### config.mk
export PLATFORM = sky130hd
export DESIGN_NAME = mersenne_mul_pipe
export DESIGN_NICKNAME = d
export VERILOG_FILES = /design/src/rtl/mersenne_pkg.sv /design/src/rtl/mersenne_mul_lane.sv /design/src/rtl/mersenne_mul_pipe.sv
export SDC_FILE = /design/constraint.sdc
export NUM_CORES = 2
export LEC_CHECK = 0
export ABC_CLOCK_PERIOD_IN_PS = 2950
export CORE_MARGIN = 5
export CORE_UTILIZATION = 45
export DETAILED_ROUTE_END_ITERATION = 7
export DONT_BUFFER_PORTS = 1
export MAX_ROUTING_LAYER = met4
export SYNTH_ARGS = -nofsm -noshare
export SYNTH_HDL_FRONTEND = slang
export SYNTH_SLANG_ARGS = --single-unit
### constraint.sdc
create_clock -name clk -period 2.95 [get_ports clk]
set_input_delay 0.59 -clock clk [delete_from_list [all_inputs] [get_ports clk]]
set_output_delay 0.59 -clock clk [all_outputs]
set_load 0.01 [all_outputs]
### src/rtl/mersenne_pkg.sv
// Shared constants, types and helpers for the pipelined Mersenne-field multiplier.
package mersenne_pkg;

    localparam int unsigned MMUL_LATENCY = 3;
    localparam int unsigned MMUL_WIDTH   = 31;

    // Per-lane S2 sum and S1 product types at the default field width
    typedef logic [MMUL_WIDTH:0]        mmul_sum_t;
    typedef logic [2*MMUL_WIDTH-1:0]    mmul_prod_t;

    function automatic logic [63:0] mersenne_p(input int unsigned width);
        return (64'd1 << width) - 64'd1;
    endfunction

endpackage

### src/rtl/mersenne_mul_lane.sv
// One lane of the Mersenne multiplier: product, fold, and canonicalising fold.
module mersenne_mul_lane
    import mersenne_pkg::*;
#(
    parameter int unsigned WIDTH = 31
) (
    input  logic             clk,
    input  logic             rst_n,
    input  logic             i_en1,
    input  logic             i_en2,
    input  logic             i_en3,
    input  logic [WIDTH-1:0] i_a,
    input  logic [WIDTH-1:0] i_b,
    output logic [WIDTH-1:0] o_r
);

    localparam int unsigned    PW = 2 * WIDTH;
    localparam int unsigned    SW = WIDTH + 1;
    localparam logic [WIDTH-1:0] P = WIDTH'(mersenne_p(WIDTH));

    logic [PW-1:0]    r_x;
    logic [SW-1:0]    r_s;
    logic [WIDTH-1:0] r_r;
    logic [SW-1:0]    w_s;
    logic [WIDTH-1:0] w_t;

    // 2^WIDTH == 1 mod p, so the high half folds onto the low half
    always_comb begin
        w_s = SW'(r_x[WIDTH-1:0]) + SW'(r_x[PW-1:WIDTH]);
        w_t = r_s[WIDTH-1:0] + WIDTH'(r_s[WIDTH]);
    end

    always_ff @(posedge clk or negedge rst_n) begin
        if (!rst_n) begin
            r_x <= '0;
            r_s <= '0;
            r_r <= '0;
        end else begin
            if (i_en1) r_x <= PW'(i_a) * PW'(i_b);
            if (i_en2) r_s <= w_s;
            if (i_en3) r_r <= (w_t == P) ? '0 : w_t;
        end
    end

    assign o_r = r_r;

endmodule

### src/rtl/mersenne_mul_pipe.sv
// LANES-wide pipelined multiplier mod 2^WIDTH-1 with valid/ready handshake and tag.
// Optional perf counters (ops_count, stall_count) enabled by MERSENNE_MUL_PERF_EN.
module mersenne_mul_pipe
    import mersenne_pkg::*;
#(
    parameter int unsigned WIDTH = 31,
    parameter int unsigned LANES = 1,
    parameter int unsigned TAG_W = 4
) (
    input  logic                   clk,
    input  logic                   rst_n,
    input  logic                   in_valid,
    output logic                   in_ready,
    input  logic [LANES*WIDTH-1:0] in_a,
    input  logic [LANES*WIDTH-1:0] in_b,
    input  logic [TAG_W-1:0]       in_tag,
    output logic                   out_valid,
    input  logic                   out_ready,
    output logic [LANES*WIDTH-1:0] out_r,
    output logic [TAG_W-1:0]       out_tag
`ifdef MERSENNE_MUL_PERF_EN
    ,
    output logic [31:0]            ops_count,
    output logic [31:0]            stall_count
`endif
);

    logic [MMUL_LATENCY-1:0] r_valid;
    logic [TAG_W-1:0]        r_tag1;
    logic [TAG_W-1:0]        r_tag2;
    logic [TAG_W-1:0]        r_tag3;

    logic w_adv1;
    logic w_adv2;
    logic w_adv3;
    logic w_acc2;
    logic w_acc3;
    logic w_in_ready;
    logic w_en1;

    // Ready ripples back from the consumer so bubbles are squeezed out
    always_comb begin
        w_adv3     = r_valid[2] && out_ready;
        w_acc3     = !r_valid[2] || w_adv3;
        w_adv2     = r_valid[1] && w_acc3;
        w_acc2     = !r_valid[1] || w_adv2;
        w_adv1     = r_valid[0] && w_acc2;
        w_in_ready = !r_valid[0] || w_adv1;
        w_en1      = in_valid && w_in_ready;
    end

    always_ff @(posedge clk or negedge rst_n) begin
        if (!rst_n) begin
            r_valid <= '0;
            r_tag1  <= '0;
            r_tag2  <= '0;
            r_tag3  <= '0;
        end else begin
            if (w_in_ready) r_valid[0] <= in_valid;
            if (w_acc2)     r_valid[1] <= r_valid[0];
            if (w_acc3)     r_valid[2] <= r_valid[1];
            if (w_en1)      r_tag1     <= in_tag;
            if (w_adv1)     r_tag2     <= r_tag1;
            if (w_adv2)     r_tag3     <= r_tag2;
        end
    end

    for (genvar g = 0; g < LANES; g++) begin : g_lane
        mersenne_mul_lane #(
            .WIDTH (WIDTH)
        ) u_lane (
            .clk   (clk),
            .rst_n (rst_n),
            .i_en1 (w_en1),
            .i_en2 (w_adv1),
            .i_en3 (w_adv2),
            .i_a   (in_a[g*WIDTH +: WIDTH]),
            .i_b   (in_b[g*WIDTH +: WIDTH]),
            .o_r   (out_r[g*WIDTH +: WIDTH])
        );
    end

    assign in_ready  = w_in_ready;
    assign out_valid = r_valid[2];
    assign out_tag   = r_tag3;

`ifdef MERSENNE_MUL_PERF_EN
    // Free-running wrap-around counters of completed and stalled output cycles
    always_ff @(posedge clk or negedge rst_n) begin
        if (!rst_n) begin
            ops_count   <= '0;
            stall_count <= '0;
        end else begin
            if (w_adv3)                    ops_count   <= ops_count + 32'd1;
            if (r_valid[2] && !out_ready)  stall_count <= stall_count + 32'd1;
        end
    end
`endif

endmodule

==> flow_metrics.py <==
metrics = {
    "worst_setup_path": {
        "cpPeakStageDelay_ps": 590,
        "cp_common_cell": "fa_1",
        "critical_path_class": "in2reg",
        "end_kind": "flip-flop",
        "cp_max_fo": 31,
        "crit_slowest_cell": "fa_1",
        "cp-start-kind": "input port",
        "cp_cell_sequence": "and2_4 > fa_1 > fa_1 > inv_2 > fa_2 > fa_1 > inv_2 > fa_1 > fa_1 > fa_1 > fa_2 > ha_4 > and4_4 > nand4_1 > or3_4 > a311oi_2 > or3_4 > a31o_4 > a21oi_4 > o2111a_1 > a221o_1",
        "cp.arrival_ps": 7190,
        "required_ps": 3270,
    },
    "logic_synthesis": {
        "ys_ff_latch": 140,
        "synth.avg_cell_area_sq_um": 8.976,
        "yosys.area.top_type": "fa_1",
        "yosys_warnings": 0,
        "synth_cells": 4311,
        "ys_async_sr_fraction_pct": 100.0,
        "yosysMostFrequentCell": "inv_1",
        "yosysUniqueCellTypes": 74,
        "synth_commonest_cells": "840 x inv_1, 838 x fa_1, 650 x nand2_1, 510 x and2_1, 288 x ha_1",
        "synth_top_area_share_pct": 43.35,
        "synth.top_cells.by_area": "fa_1 43%, ha_1 9.3%, dfrtp_1 9.1%",
        "synth-edff-count": 0,
        "syn-num-nets": 5507,
        "yosysSeqAreaShare_pct": 9.053,
        "synth_ff_type": "dfrtp_1",
        "syn-cell-area_sq_um": 38700,
    },
    "cells_and_area": {
        "drive_above_1_share_pct": 17.77,
        "antenna_cells": 0,
        "syn_to_final_growth_pct": 16.43,
        "post-route-util_pct": 52.83,
        "fin_nets": 5605,
    },
    "floorplanning": {
        "die_w_um": 303.2,
        "start_util_pct": 45.38,
        "die_area_sq_um": 91960,
        "pin_count": 107,
        "core_area_sq_um": 85280,
        "die_h_um": 303.2,
        "num_rows": 107,
    },
    "route": {
        "dr_total_vias": 29497,
        "drt-vias-per-instance": 5.299,
        "wire_per_inst_um": 19.93,
        "dr.pass1.iters": 6,
        "route.antenna.remaining_nets": 0,
        "dr.first_iter.drc_count": 1667,
        "routed_wl_mm": 110.9,
        "drc_errors": 0,
    },
    "global_routing": {
        "antenna_found_initial": 1,
        "grt_overflow": 0,
        "grt_pass1_vias": 31720,
        "grt_pass1_wl_mm": 177.2,
        "grt_usage_pct": 25.34,
        "grt_max_degree": 141,
    },
    "place": {
        "post-dp-hpwl_mm": 85.10,
        "gp_congestion": 0.9089,
        "io_buffers": 0,
    },
    "timing": {
        "hold_violations": 140,
        "finalSetupViolCount": 57,
        "tightestPinTransition_ps": 600.8,
        "post-route-min-period_ps": 6871,
        "timing.hold.ws_ps": -152.5,
        "grt_setup_unrepaired": "yes",
        "slew_viol_final": 0,
        "setup_ws_ps": -3921,
        "maxSlewHeadroom_pct": 59.94,
        "fin_crit_sh_pct": 232.9,
        "fmax_mhz": 145.5,
        "skew_ps": 11.73,
    },
    "cts": {
        "h-tree-depth": 4,
        "cts_tree": "done",
        "clk_pin_slew_ps": 60,
        "clock-sinks": 140,
        "cts_buffers": 17,
        "root_buffer": "clkbuf_16",
        "clkLatencyLatePin_ps": 430,
        "cts_buffer_depth": 2,
    },
    "run": {
        "drv_cap": 0,
    },
    "run_status": {
        "outcome": "complete, but fails checks",
        "violations": "negative hold slack, negative setup slack",
    },
    "hold_path": {
        "hp-class": "in2async",
    },
}
## through the flow
step	setup TNS (ps)	hold slack (ps)	setup slack, ps	std cells	cell area, sq um
floorplan	-189950	294.4	-4159	4311	39890
global placement	-211340	297.4	-4442	5485	41940
detailed placement	-213560	297.0	-4497	5485	41940
CTS	-180810	-176.3	-3822	5545	44080
global route	-191090	-184.6	-4010	5566	45050
finish	-182090	-152.5	-3921	5566	45050
## layer usage
metal | track usage (%) | part of all wire, % | routed length, um | up-vias
li1 | - | - | - | 13144
met3 | 3.817 | 5.9 | 6489 | 244
met5 | - | 0 | 0 | -
met1 | 32.82 | 41 | 45860 | 15266
met2 | 41.13 | 49 | 54230 | 843
met4 | 8.734 | 3.9 | 4339 | 0
## layout by cell type, fill, tap and decap left out, types with 9 or more instances in the layout
master       n
a21o_1      48
a21oi_1    102
a21oi_2     16
a21oi_4     16
and2_1     463
and2_4      47
buf_4      273
buf_6       47
clkbuf_16   19
dfrtp_1    135
fa_1       796
fa_2        42
ha_1       232
ha_4        56
inv_1      801
inv_2       38
mux2_2       9
nand2_1    623
nand2_2     17
nand2_4      9
nand2b_1    11
nand3_1     31
nand4_1     38
nor2_1      67
nor2_2      11
nor2_4      27
nor3_1       9
o21ai_0     54
o21ai_1     36
o21ai_2     19
o21bai_1    20
o31ai_1     12
xnor2_1     33
xnor2_2     11
xor2_1      37
xor2_2      10
## flip-flops by register name (all words and copies together), names as in the netlist
signal             count
g_lane.u_lane.r_s     32
r_tag2                 4
r_tag1                 4
g_lane.u_lane.o_r     31
r_valid                3
g_lane.u_lane.r_x     62
out_tag                4
## logic make-up (layout without fill, tap and decap cells)
group	count (synthesis)	in the layout	synth area share, %
fa+ha+maj	1126	1126	52.66
simple gates	1425	1425	18.23
flops	140	140	9.053
xor+xnor	101	101	2.286
buf+inv	1088	1199	10.68
compound gates	415	415	6.638
mux	16	16	0.4462
## what timing repair did
action                                  in CTS  in global routing
pin swaps                                  123                166
buffers inserted                            37                 24
hold endpoints to repair                   140                140
gates cloned                                 1                  2
resized for setup                          253                191
endpoints found under the setup margin      89                 98
## area by class of cell
class	instances	area, sq um
Multi-Input combinational cell	3083	33580
Inverter	840	3156
Clock buffer	17	425.4
Fill cell	7799	40230
Clock inverter	15	214.0
Sequential cell	140	3510
Tap cell	1144	1431
Timing Repair Buffer	327	2736
## worst max-delay path: cells and delay by family
kind / cells / cell delay, ps
compound gates: 5 / 1020
simple gates: 5 / 1030
fa+ha+maj: 9 / 4420
buf+inv: 2 / 100
## worst paths after layout
path,start,endpoint,slack (ps),cells after the start
worst max-delay path,in_b[9],g_lane[0].u_lane.r_x[58],-3920,21
worst min-delay path,rst_n,g_lane[0].u_lane.o_r[28],-150,0
worst max register to register,g_lane[0].u_lane.r_s[31],g_lane[0].u_lane.o_r[30],-10,12
worst min register to register,r_tag1[3],r_tag1[3],470,2
max in group asynchronous,rst_n,g_lane[0].u_lane.r_x[60],2850,0
min in group clk,in_valid,r_valid[0],260,1
Power is left out: the tool's default activity adds up to more than one toggle a clock period on the data nets, which glitch-free logic cannot reach.
